<file path="config.mk">
export PLATFORM = sky130hd
export DESIGN_NAME = tpu_sequencer_flat
export DESIGN_NICKNAME = d
export VERILOG_FILES = /design/src/rtl/tpu_pkg.sv /design/src/rtl/tpu_sequencer_if.sv /design/src/rtl/tpu_sequencer.sv /design/src/flat_wrapper.sv
export SDC_FILE = /design/constraint.sdc
export NUM_CORES = 1
export LEC_CHECK = 0
export CAP_MARGIN = 10
export CORE_ASPECT_RATIO = 1.4
export CORE_UTILIZATION = 40
export DETAILED_ROUTE_END_ITERATION = 6
export GPL_TIMING_DRIVEN = 0
export HOLD_SLACK_MARGIN = 0.1
export PLACE_DENSITY = 0.77
export RECOVER_POWER = 100
export SLEW_MARGIN = 40
export SYNTH_ARGS = -nofsm -noshare
export SYNTH_HDL_FRONTEND = slang
export SYNTH_SLANG_ARGS = --single-unit
export TNS_END_PERCENT = 20
</file>
<file path="constraint.sdc">
create_clock -name clk -period 1.8 [get_ports clk]
set_input_delay 0.36 -clock clk [delete_from_list [all_inputs] [get_ports clk]]
set_output_delay 0.36 -clock clk [all_outputs]
set_load 0.01 [all_outputs]
</file>
<file path="src/rtl/tpu_pkg.sv">
// Shared constants for the TPU command sequencer: opcodes, FSM states, operand width.
package tpu_pkg;

    localparam int NBYTES_DEF = 8;

    localparam logic [7:0] OP_LOAD_A = 8'h01;
    localparam logic [7:0] OP_LOAD_B = 8'h02;
    localparam logic [7:0] OP_MAC    = 8'h03;
    localparam logic [7:0] OP_CLEAR  = 8'h04;
    localparam logic [7:0] OP_READ   = 8'h05;

    typedef enum logic [1:0] {
        S_IDLE,
        S_LOAD,
        S_EXEC,
        S_READ
    } state_e;

endpackage

</file>
<file path="src/rtl/tpu_sequencer_if.sv">
// Sequencer bus: command byte stream in, operand write/MAC controls to the datapath,
// result byte stream out. master = sequencer, slave = host/datapath side.
interface tpu_sequencer_if;

    logic [7:0] in_byte;
    logic       in_valid;
    logic       in_ready;

    logic       wr_a_en;
    logic       wr_b_en;
    logic [2:0] wr_idx;
    logic [7:0] wr_byte;

    logic       acc_en;
    logic       acc_clr;

    logic [2:0] res_sel;
    logic [7:0] res_byte;

    logic [7:0] out_byte;
    logic       out_valid;
    logic       out_ready;

    logic       a_loaded;
    logic       b_loaded;
    logic       busy;
    logic       err;

    modport master (
        input  in_byte, in_valid, res_byte, out_ready,
        output in_ready, wr_a_en, wr_b_en, wr_idx, wr_byte,
               acc_en, acc_clr, res_sel, out_byte, out_valid,
               a_loaded, b_loaded, busy, err
    );

    modport slave (
        output in_byte, in_valid, res_byte, out_ready,
        input  in_ready, wr_a_en, wr_b_en, wr_idx, wr_byte,
               acc_en, acc_clr, res_sel, out_byte, out_valid,
               a_loaded, b_loaded, busy, err
    );

endinterface

</file>
<file path="src/rtl/tpu_sequencer.sv">
// Byte-serial command sequencer for a 64-bit MAC datapath: loads operands A/B,
// fires MAC/clear pulses and streams the result back out one byte at a time.
module tpu_sequencer
    import tpu_pkg::*;
#(
    parameter int NBYTES = NBYTES_DEF
) (
    input logic             clk,
    input logic             rst,
    tpu_sequencer_if.master bus
);

    localparam logic [2:0] LAST_IDX = 3'(NBYTES - 1);

    state_e     state_q;
    logic [2:0] cnt_q;
    logic [2:0] cnt_d;
    logic       tgt_b_q;
    logic       wr_a_q;
    logic       wr_b_q;
    logic [2:0] wr_idx_q;
    logic [7:0] wr_byte_q;
    logic       acc_en_q;
    logic       acc_clr_q;
    logic       a_ld_q;
    logic       b_ld_q;
    logic       err_q;

    logic in_fire;
    logic out_fire;
    logic last_byte;

    assign in_fire   = bus.in_valid && bus.in_ready;
    assign out_fire  = bus.out_valid && bus.out_ready;
    assign cnt_d     = cnt_q + 3'd1;
    assign last_byte = (cnt_q == LAST_IDX);

    // Load and read share one counter; they can never be active at the same time.
    always_ff @(posedge clk) begin
        if (!rst) begin
            state_q   <= S_IDLE;
            cnt_q     <= 3'd0;
            tgt_b_q   <= 1'b0;
            wr_a_q    <= 1'b0;
            wr_b_q    <= 1'b0;
            wr_idx_q  <= 3'd0;
            wr_byte_q <= 8'd0;
            acc_en_q  <= 1'b0;
            acc_clr_q <= 1'b0;
            a_ld_q    <= 1'b0;
            b_ld_q    <= 1'b0;
            err_q     <= 1'b0;
        end else begin
            wr_a_q    <= 1'b0;
            wr_b_q    <= 1'b0;
            acc_en_q  <= 1'b0;
            acc_clr_q <= 1'b0;
            case (state_q)
                S_IDLE: begin
                    if (in_fire) begin
                        case (bus.in_byte)
                            OP_LOAD_A: begin
                                state_q <= S_LOAD;
                                tgt_b_q <= 1'b0;
                                a_ld_q  <= 1'b0;
                                cnt_q   <= 3'd0;
                            end
                            OP_LOAD_B: begin
                                state_q <= S_LOAD;
                                tgt_b_q <= 1'b1;
                                b_ld_q  <= 1'b0;
                                cnt_q   <= 3'd0;
                            end
                            OP_MAC: begin
                                if (a_ld_q && b_ld_q) begin
                                    state_q  <= S_EXEC;
                                    acc_en_q <= 1'b1;
                                end else begin
                                    err_q <= 1'b1;
                                end
                            end
                            OP_CLEAR: acc_clr_q <= 1'b1;
                            OP_READ: begin
                                state_q <= S_READ;
                                cnt_q   <= 3'd0;
                            end
                            default: err_q <= 1'b1;
                        endcase
                    end
                end
                S_LOAD: begin
                    if (in_fire) begin
                        wr_a_q    <= !tgt_b_q;
                        wr_b_q    <= tgt_b_q;
                        wr_idx_q  <= cnt_q;
                        wr_byte_q <= bus.in_byte;
                        cnt_q     <= cnt_d;
                        if (last_byte) begin
                            state_q <= S_IDLE;
                            if (tgt_b_q) b_ld_q <= 1'b1;
                            else         a_ld_q <= 1'b1;
                        end
                    end
                end
                S_EXEC: state_q <= S_IDLE;
                S_READ: begin
                    if (out_fire) begin
                        cnt_q <= cnt_d;
                        if (last_byte) state_q <= S_IDLE;
                    end
                end
                default: state_q <= S_IDLE;
            endcase
        end
    end

    // in_ready is forced low while reset is held so nothing is taken during reset.
    assign bus.in_ready  = rst && ((state_q == S_IDLE) || (state_q == S_LOAD));
    assign bus.out_valid = (state_q == S_READ);
    assign bus.res_sel   = cnt_q;
    assign bus.out_byte  = bus.res_byte;
    assign bus.busy      = (state_q != S_IDLE);

    assign bus.wr_a_en   = wr_a_q;
    assign bus.wr_b_en   = wr_b_q;
    assign bus.wr_idx    = wr_idx_q;
    assign bus.wr_byte   = wr_byte_q;
    assign bus.acc_en    = acc_en_q;
    assign bus.acc_clr   = acc_clr_q;
    assign bus.a_loaded  = a_ld_q;
    assign bus.b_loaded  = b_ld_q;
    assign bus.err       = err_q;

endmodule

</file>
<file path="src/flat_wrapper.sv">
// flat-port wrapper written by rule: the top's interface ports become plain ports
module tpu_sequencer_flat import tpu_pkg::*;
#(
    parameter int NBYTES = NBYTES_DEF
)
  (clk, rst, bus_in_byte, bus_in_valid, bus_res_byte, bus_out_ready, bus_in_ready, bus_wr_a_en, bus_wr_b_en, bus_wr_idx, bus_wr_byte, bus_acc_en, bus_acc_clr, bus_res_sel, bus_out_byte, bus_out_valid, bus_a_loaded, bus_b_loaded, bus_busy, bus_err);
  tpu_sequencer_if bus_i ();
  input logic clk;
  input logic rst;
  input wire logic [$bits(bus_i.in_byte)-1:0] bus_in_byte;
  input wire logic [$bits(bus_i.in_valid)-1:0] bus_in_valid;
  input wire logic [$bits(bus_i.res_byte)-1:0] bus_res_byte;
  input wire logic [$bits(bus_i.out_ready)-1:0] bus_out_ready;
  output wire logic [$bits(bus_i.in_ready)-1:0] bus_in_ready;
  output wire logic [$bits(bus_i.wr_a_en)-1:0] bus_wr_a_en;
  output wire logic [$bits(bus_i.wr_b_en)-1:0] bus_wr_b_en;
  output wire logic [$bits(bus_i.wr_idx)-1:0] bus_wr_idx;
  output wire logic [$bits(bus_i.wr_byte)-1:0] bus_wr_byte;
  output wire logic [$bits(bus_i.acc_en)-1:0] bus_acc_en;
  output wire logic [$bits(bus_i.acc_clr)-1:0] bus_acc_clr;
  output wire logic [$bits(bus_i.res_sel)-1:0] bus_res_sel;
  output wire logic [$bits(bus_i.out_byte)-1:0] bus_out_byte;
  output wire logic [$bits(bus_i.out_valid)-1:0] bus_out_valid;
  output wire logic [$bits(bus_i.a_loaded)-1:0] bus_a_loaded;
  output wire logic [$bits(bus_i.b_loaded)-1:0] bus_b_loaded;
  output wire logic [$bits(bus_i.busy)-1:0] bus_busy;
  output wire logic [$bits(bus_i.err)-1:0] bus_err;
  assign bus_i.in_byte = bus_in_byte;
  assign bus_i.in_valid = bus_in_valid;
  assign bus_i.res_byte = bus_res_byte;
  assign bus_i.out_ready = bus_out_ready;
  assign bus_in_ready = bus_i.in_ready;
  assign bus_wr_a_en = bus_i.wr_a_en;
  assign bus_wr_b_en = bus_i.wr_b_en;
  assign bus_wr_idx = bus_i.wr_idx;
  assign bus_wr_byte = bus_i.wr_byte;
  assign bus_acc_en = bus_i.acc_en;
  assign bus_acc_clr = bus_i.acc_clr;
  assign bus_res_sel = bus_i.res_sel;
  assign bus_out_byte = bus_i.out_byte;
  assign bus_out_valid = bus_i.out_valid;
  assign bus_a_loaded = bus_i.a_loaded;
  assign bus_b_loaded = bus_i.b_loaded;
  assign bus_busy = bus_i.busy;
  assign bus_err = bus_i.err;
  tpu_sequencer #(.NBYTES(NBYTES)) u_core (.clk(clk), .rst(rst), .bus(bus_i));
endmodule
</file>
# --- Word level (Yosys, flattened, before mapping) ---
# Cells that the tools add are included.
# W data, S select, Z words.
totals:
  ff_bits: 24
  input_bits: 20
  out_inout_bits: 32
op_classes:
  mux: 29
  n_eq_ne: 21
  bitwise: 1
  n_reduce_logical: 24
  add_sub_neg: 1
ops:
  columns: ["cell", "count"]
  rows:
  - ["$eq A8 B2 Y1 const B", 2]
  - ["$eq A8 B3 Y1 const B", 2]
  - ["$mux W1", 13]
  - ["$mux W3", 4]
  - ["$ne A2 B2 Y1 const B", 6]
  - ["$reduce_and A6 Y1", 2]
  - ["$mux W2", 5]
  - ["$reduce_and A5 Y1", 2]
  - ["$pmux W3 S3", 1]
  - ["$reduce_and A3 Y1", 3]
  - ["$eq A8 B1 Y1 const B", 1]
  - ["$ne A2 B1 Y1 const B", 4]
  - ["$pmux W1 S2", 4]
  - ["$pmux W2 S4", 1]
  - ["$reduce_and A4 Y1", 2]
  - ["$pmux W2 S3", 1]
  - ["$reduce_bool A2 Y1", 3]
  - ["$eq A2 B2 Y1 const B", 2]
  - ["$logic_and A1 B1 Y1", 4]
  - ["$ne A4 B4 Y1 const B", 1]
  - ["$reduce_or A4 Y1", 1]
  - ["$add A3 B1 Y3 const B", 1]
  - ["$eq A3 B3 Y1 const B", 1]
  - ["$ne A3 B2 Y1 const B", 1]
  - ["other kinds (9)", 9]

# --- Longest topological paths before layout ---
depth:
  ltp_word: 6
  depth_mapped: 6
  mapped_depth_nobuf: 6

# --- Worst setup path before layout ---
# Ideal clock, no wire load.
synth_path:
  path_type: "input-to-reg"
  startpoint: "input port bus_in_byte[4]"
  endpoint: "register u_core.cnt_q[0] (netlist: u_core.bus.res_sel[0])"
  stages: 4
  n_path_buf: 0
  t_arrival_ps: 1360
  setup_ps: 121
  slack_ps: 318
  cell_sequence: "nor4_4 > nand2_2 > o311a_1 > mux2_4"
synth_between:
  elab_chain_len: 4
  elab_cells_between_ends: 6
synth_rtl:
  columns: ["item", "line_no", "text"]
  rows:
  - ["start: declaration", "flat_wrapper.sv:10", "input wire logic [$bits(bus_i.in_byte)-1:0] bus_in_byte;"]
  - ["$eq A8 B1 Y1, or another cell as far along", "tpu_sequencer.sv:61", "case (bus.in_byte)"]
  - ["$reduce_or A3 Y1 (no line) (*)", null, null]
  - ["$ne A2 B2 Y1 (no line) (*)", null, null]
  - ["$reduce_and A5 Y1 (no line) (*)", null, null]
  - ["end signal: assignment", "tpu_sequencer.sv:97", "cnt_q <= cnt_d;"]
  - ["end signal: assignment", "tpu_sequencer.sv:108", "cnt_q <= cnt_d;"]
  - ["end: declaration", "tpu_sequencer.sv:16", "logic [2:0] cnt_q;"]
# Every way passes the cells marked *; elsewhere a longest branch is shown, timed or not.
# A chain may end at the register's enable or synchronous reset.

# --- Worst setup path after layout ---
layout_path:
  startpoint: "input port bus_in_byte[3]"
  endpoint: "register u_core.cnt_q[0] (netlist: u_core.bus.res_sel[0])"
# Same word-level chain as after synthesis.

==> impl_results.md <==
- Placer Congestion: 0.819
- Fin crit period: about 1.7 ns
- Synth top area share: 41.4%
- Final net count: 201
- Yosys warns: 0
- Area leader, netlist: dfxtp_1
- IO Pins: 52
- Worst Setup End Kind: register
- Worst Clk Skew: 0.00144 ns
- Syn Area/Cell: 8.67 µm²
- Crit path arrival time: 1.96 ns
- Slew Limit Headroom: 72.7%
- Max-cap viol count: 0
- Vias in the first global route: 1008
- Post-DR vias/cell: 4.93
- R2r worst-path depth: 5
- Top cells by area, synth: dfxtp_1 (41%), a21boi_0 (8.4%), nand2_1 (7.8%)
- Type of the worst setup path: in2reg
- R2r setup slk: 0.36 ns
- Register bit total from synthesis: 24
- Number of H-tree levels: 1
- Share of layout cells above drive strength 1: 14.0%
- HP Class: in2reg
- Area Growth Syn to Fin: 41.7%
- Sequential power share: between 50% and 60%
- Clock Power Share: 30.5%
- Critical path startpoint category: input port
- Hold_buf cts: 0
- Post-Route WL: 2.65 mm
- Gr ovfl total: 0
- Post-Syn Instances: approximately 130
- Worst EP required: 2.02 ns
- Worst R2R Start: u_core.bus.res_sel[0]$_SDFFE_PN0P_
- Vias: 1056
- Die area: 3130 µm²
- Synth cell types: 35
- IO Port Bufs: 40
- Worst Hold Slack: 0.341 ns
- Dpl cell area: 1610 µm²
- Post-synthesis cell area: 1160 µm²
- VDD IR-drop max: ~0.27 mV
- Die height: 65.8 µm
- Slew at the pin with the worst max-slew slack: between 0.4 and 0.5 ns
- Drt drc: 0
- Max-slew violation count: 0
- Psw: roughly 210 µW
- Pint: a little over 700 µW
- Sequential area share after synthesis: around two fifths
- Hold Vio Cnt, Final: 0
- Fin area: roughly 1600 µm²
- Comb power frac: 11.8%
- Clock transition at the registers of the reported paths: 0.12 ns
- Clk_lat worst skew: 0.32 ns
- Status: completed
- TritonRoute pass-1 iters: 4
- Final setup fails: 0
- Pwr Density: 562 nW/µm²
- FP Rows: 22
- CTS Root Cell: clkbuf_4
- Maximum clock rate: 577 MHz
- TritonCTS clock tree: yes
- RSZ-0062 raised after global routing: yes
- Total GRT Usage: 18.7%
- Initial antenna violation count: 0
- Max Fanout on Critical Path: 4
- Max Root-Sink Buffers: 2
- First-pass GRT wire length: 4.30 mm
- DRT antenna net count: 0
- Worst Hold Path EP: u_core.bus.wr_byte[0]$_SDFFE_PN0P_
- Pin count of the biggest net entering global routing: 14
- WL/cell: 12.4 µm
- Leak Pwr: 0.000707 µW
- Total CTS buffers: 3
- # diodes: 0
- CTS sink count: 24
- Reg2reg end: u_core.bus.a_loaded$_SDFFE_PN0P_
- CORE AREA: between 2000 and 3000 µm²
- Final worst path period share: a little over nine tenths
- Die Wd: approximately 48 µm
- Hold Path Cell Cnt: 3
- Syn nets: 156
- DP HPWL: 2.12 mm
- DRT iter0 DRCs: 23
- Post-CTS Setup Repair Bufs: 0
- Hold wc startpoint: bus_in_byte[0]
- Starting Density: a little over two fifths
- Sw frac: 22.5%
[per-stage QoR]
stage                     setup TNS (ns)  setup WS [ns]  util (%)  power, µW  std cells
after floorplan                        0          0.318         -        604        134
after global placement             -1.62         -0.544      59.6        660        210
after detailed placement           -1.61         -0.552      59.6        661        210
after CTS                        -0.0145        -0.0145      61.5        933        214
after global routing           -0.000354      -0.000354      61.0        960        214
final                                  0         0.0666      61.0        925        214
[registers in the layout, summed over array words and instances (netlist names)]
register and cells:
u_core.bus.a_loaded 1, u_core.bus.acc_clr 1, u_core.bus.acc_en 1, u_core.bus.b_loaded 1, u_core.bus.err 1, u_core.bus.res_sel 3, u_core.bus.wr_a_en 1, u_core.bus.wr_b_en 1
u_core.bus.wr_byte 8, u_core.bus.wr_idx 3, u_core.state_q 2, u_core.tgt_b_q 1
[timing repair]
| item | in CTS | in global routing |
|---|---|---|
| setup endpoints to repair | 3 | 3 |
| pin swaps | 0 | 1 |
| resized for setup | 8 | 2 |
| cloned | 0 | 0 |
[synthesized netlist by cell type, drive strengths merged]
| master | instances |
|---|---|
| a21boi | 13 |
| a21oi | 2 |
| a22o | 2 |
| a31oi | 1 |
| and2 | 4 |
| and3 | 1 |
| and4bb | 1 |
| buf | 12 |
| clkbuf | 4 |
| dfxtp | 24 |
| ha | 2 |
| inv | 5 |
| mux2 | 1 |
| mux2i | 1 |
| nand2 | 25 |
| nand2b | 1 |
| nand3 | 4 |
| nand4b | 2 |
| nor2 | 8 |
| nor2b | 1 |
| nor3 | 2 |
| nor3b | 4 |
| nor4 | 1 |
| o21ai | 6 |
| o221a | 1 |
| o2bb2ai | 1 |
| o311a | 2 |
| or2b | 1 |
| or3 | 1 |
| xor2 | 1 |
[worst max-delay path: stages]
cell and delay [ns]:
clkdlybuf4s50_1 0.46, nor4_4 0.40, nand2_2 0.10, o311a_1 0.37, mux2_4 0.26
[worst max-delay path by stage]
| stage | from | end | slack (ns) |
|---|---|---|---|
| finish | bus_in_byte[3] | u_core.bus.res_sel[0]$_SDFFE_PN0P_ | 0.07 |
| global route | bus_in_byte[3] | u_core.bus.res_sel[0]$_SDFFE_PN0P_ | -0.0004 |
| CTS | u_core.state_q[1]$_SDFFE_PN0P_ | bus_out_valid | -0.01 |
| detailed placement | rst | bus_in_ready | -0.55 |
| global placement | rst | bus_in_ready | -0.54 |
| floorplan | bus_in_byte[4] | u_core.bus.res_sel[0]$_SDFFE_PN0P_ | 0.32 |
[kinds of logic (layout without fill, tap and decap cells)]
kind of cell               count (synthesis)  in the layout  share of synthesized area [%]
xor gates and xnor gates                   1              1                          0.754
DFF                                       24             24                           41.4
AOI/OAI and AO/OA                         28             28                           17.3
and+or+nand+nor                           56             56                           25.5
muxes                                      2              2                           2.15
buffers and inverters                     21             65                           10.7
adders and majority gates                  2              2                           2.15
[power groups by stage]
stage | Combinational, µW | Sequential, µW | Clock [µW]
floorplan | 57.3 | 547 | 0
global placement | 114 | 546 | 0
detailed placement | 115 | 546 | 0
CTS | 115 | 534 | 283
global route | 117 | 535 | 308
finish | 109 | 534 | 282
[cells in the final DEF (no fill, tap or decap), types with 2 or more instances in the layout]
master and n:
a22o_1 2, dlygate4sd2_1 2, nor3b_1 4, o311a_1 2, a21boi_0 13, clkbuf_4 3
clkdlybuf4s50_1 7, clkbuf_1 2, nand2_1 24, nor3_1 2, and2_1 2, ha_1 2
dfxtp_1 23, nand4b_1 2, nor2_1 8, a21oi_1 2, buf_2 2, nand3_1 4
clkbuf_2 2, inv_1 5, buf_4 9, dlygate4sd3_1 29, o21ai_0 6
[layout make-up]
type                    count  area [µm²]
well taps                  36        45.0
clock buffers               4        36.3
plain buffers              16         106
flip-flops and latches     24         482
inverters                   5        18.8
repair buffers             40         400
multi-input cells          89         557
fillers                   277        1050
[metal layers]
| metal | GRT usage, % | up-vias | share of wire, % |
|---|---|---|---|
| met2 | 32.9 | 35 | 52 |
| met3 | 1.65 | 5 | 4.1 |
| li1 | - | 533 | - |
| met1 | 22.3 | 483 | 42 |
| met4 | 7.29 | 0 | 1.6 |
| met5 | 0 | - | 0 |
Note: power is estimated with default switching activity, not from simulation.
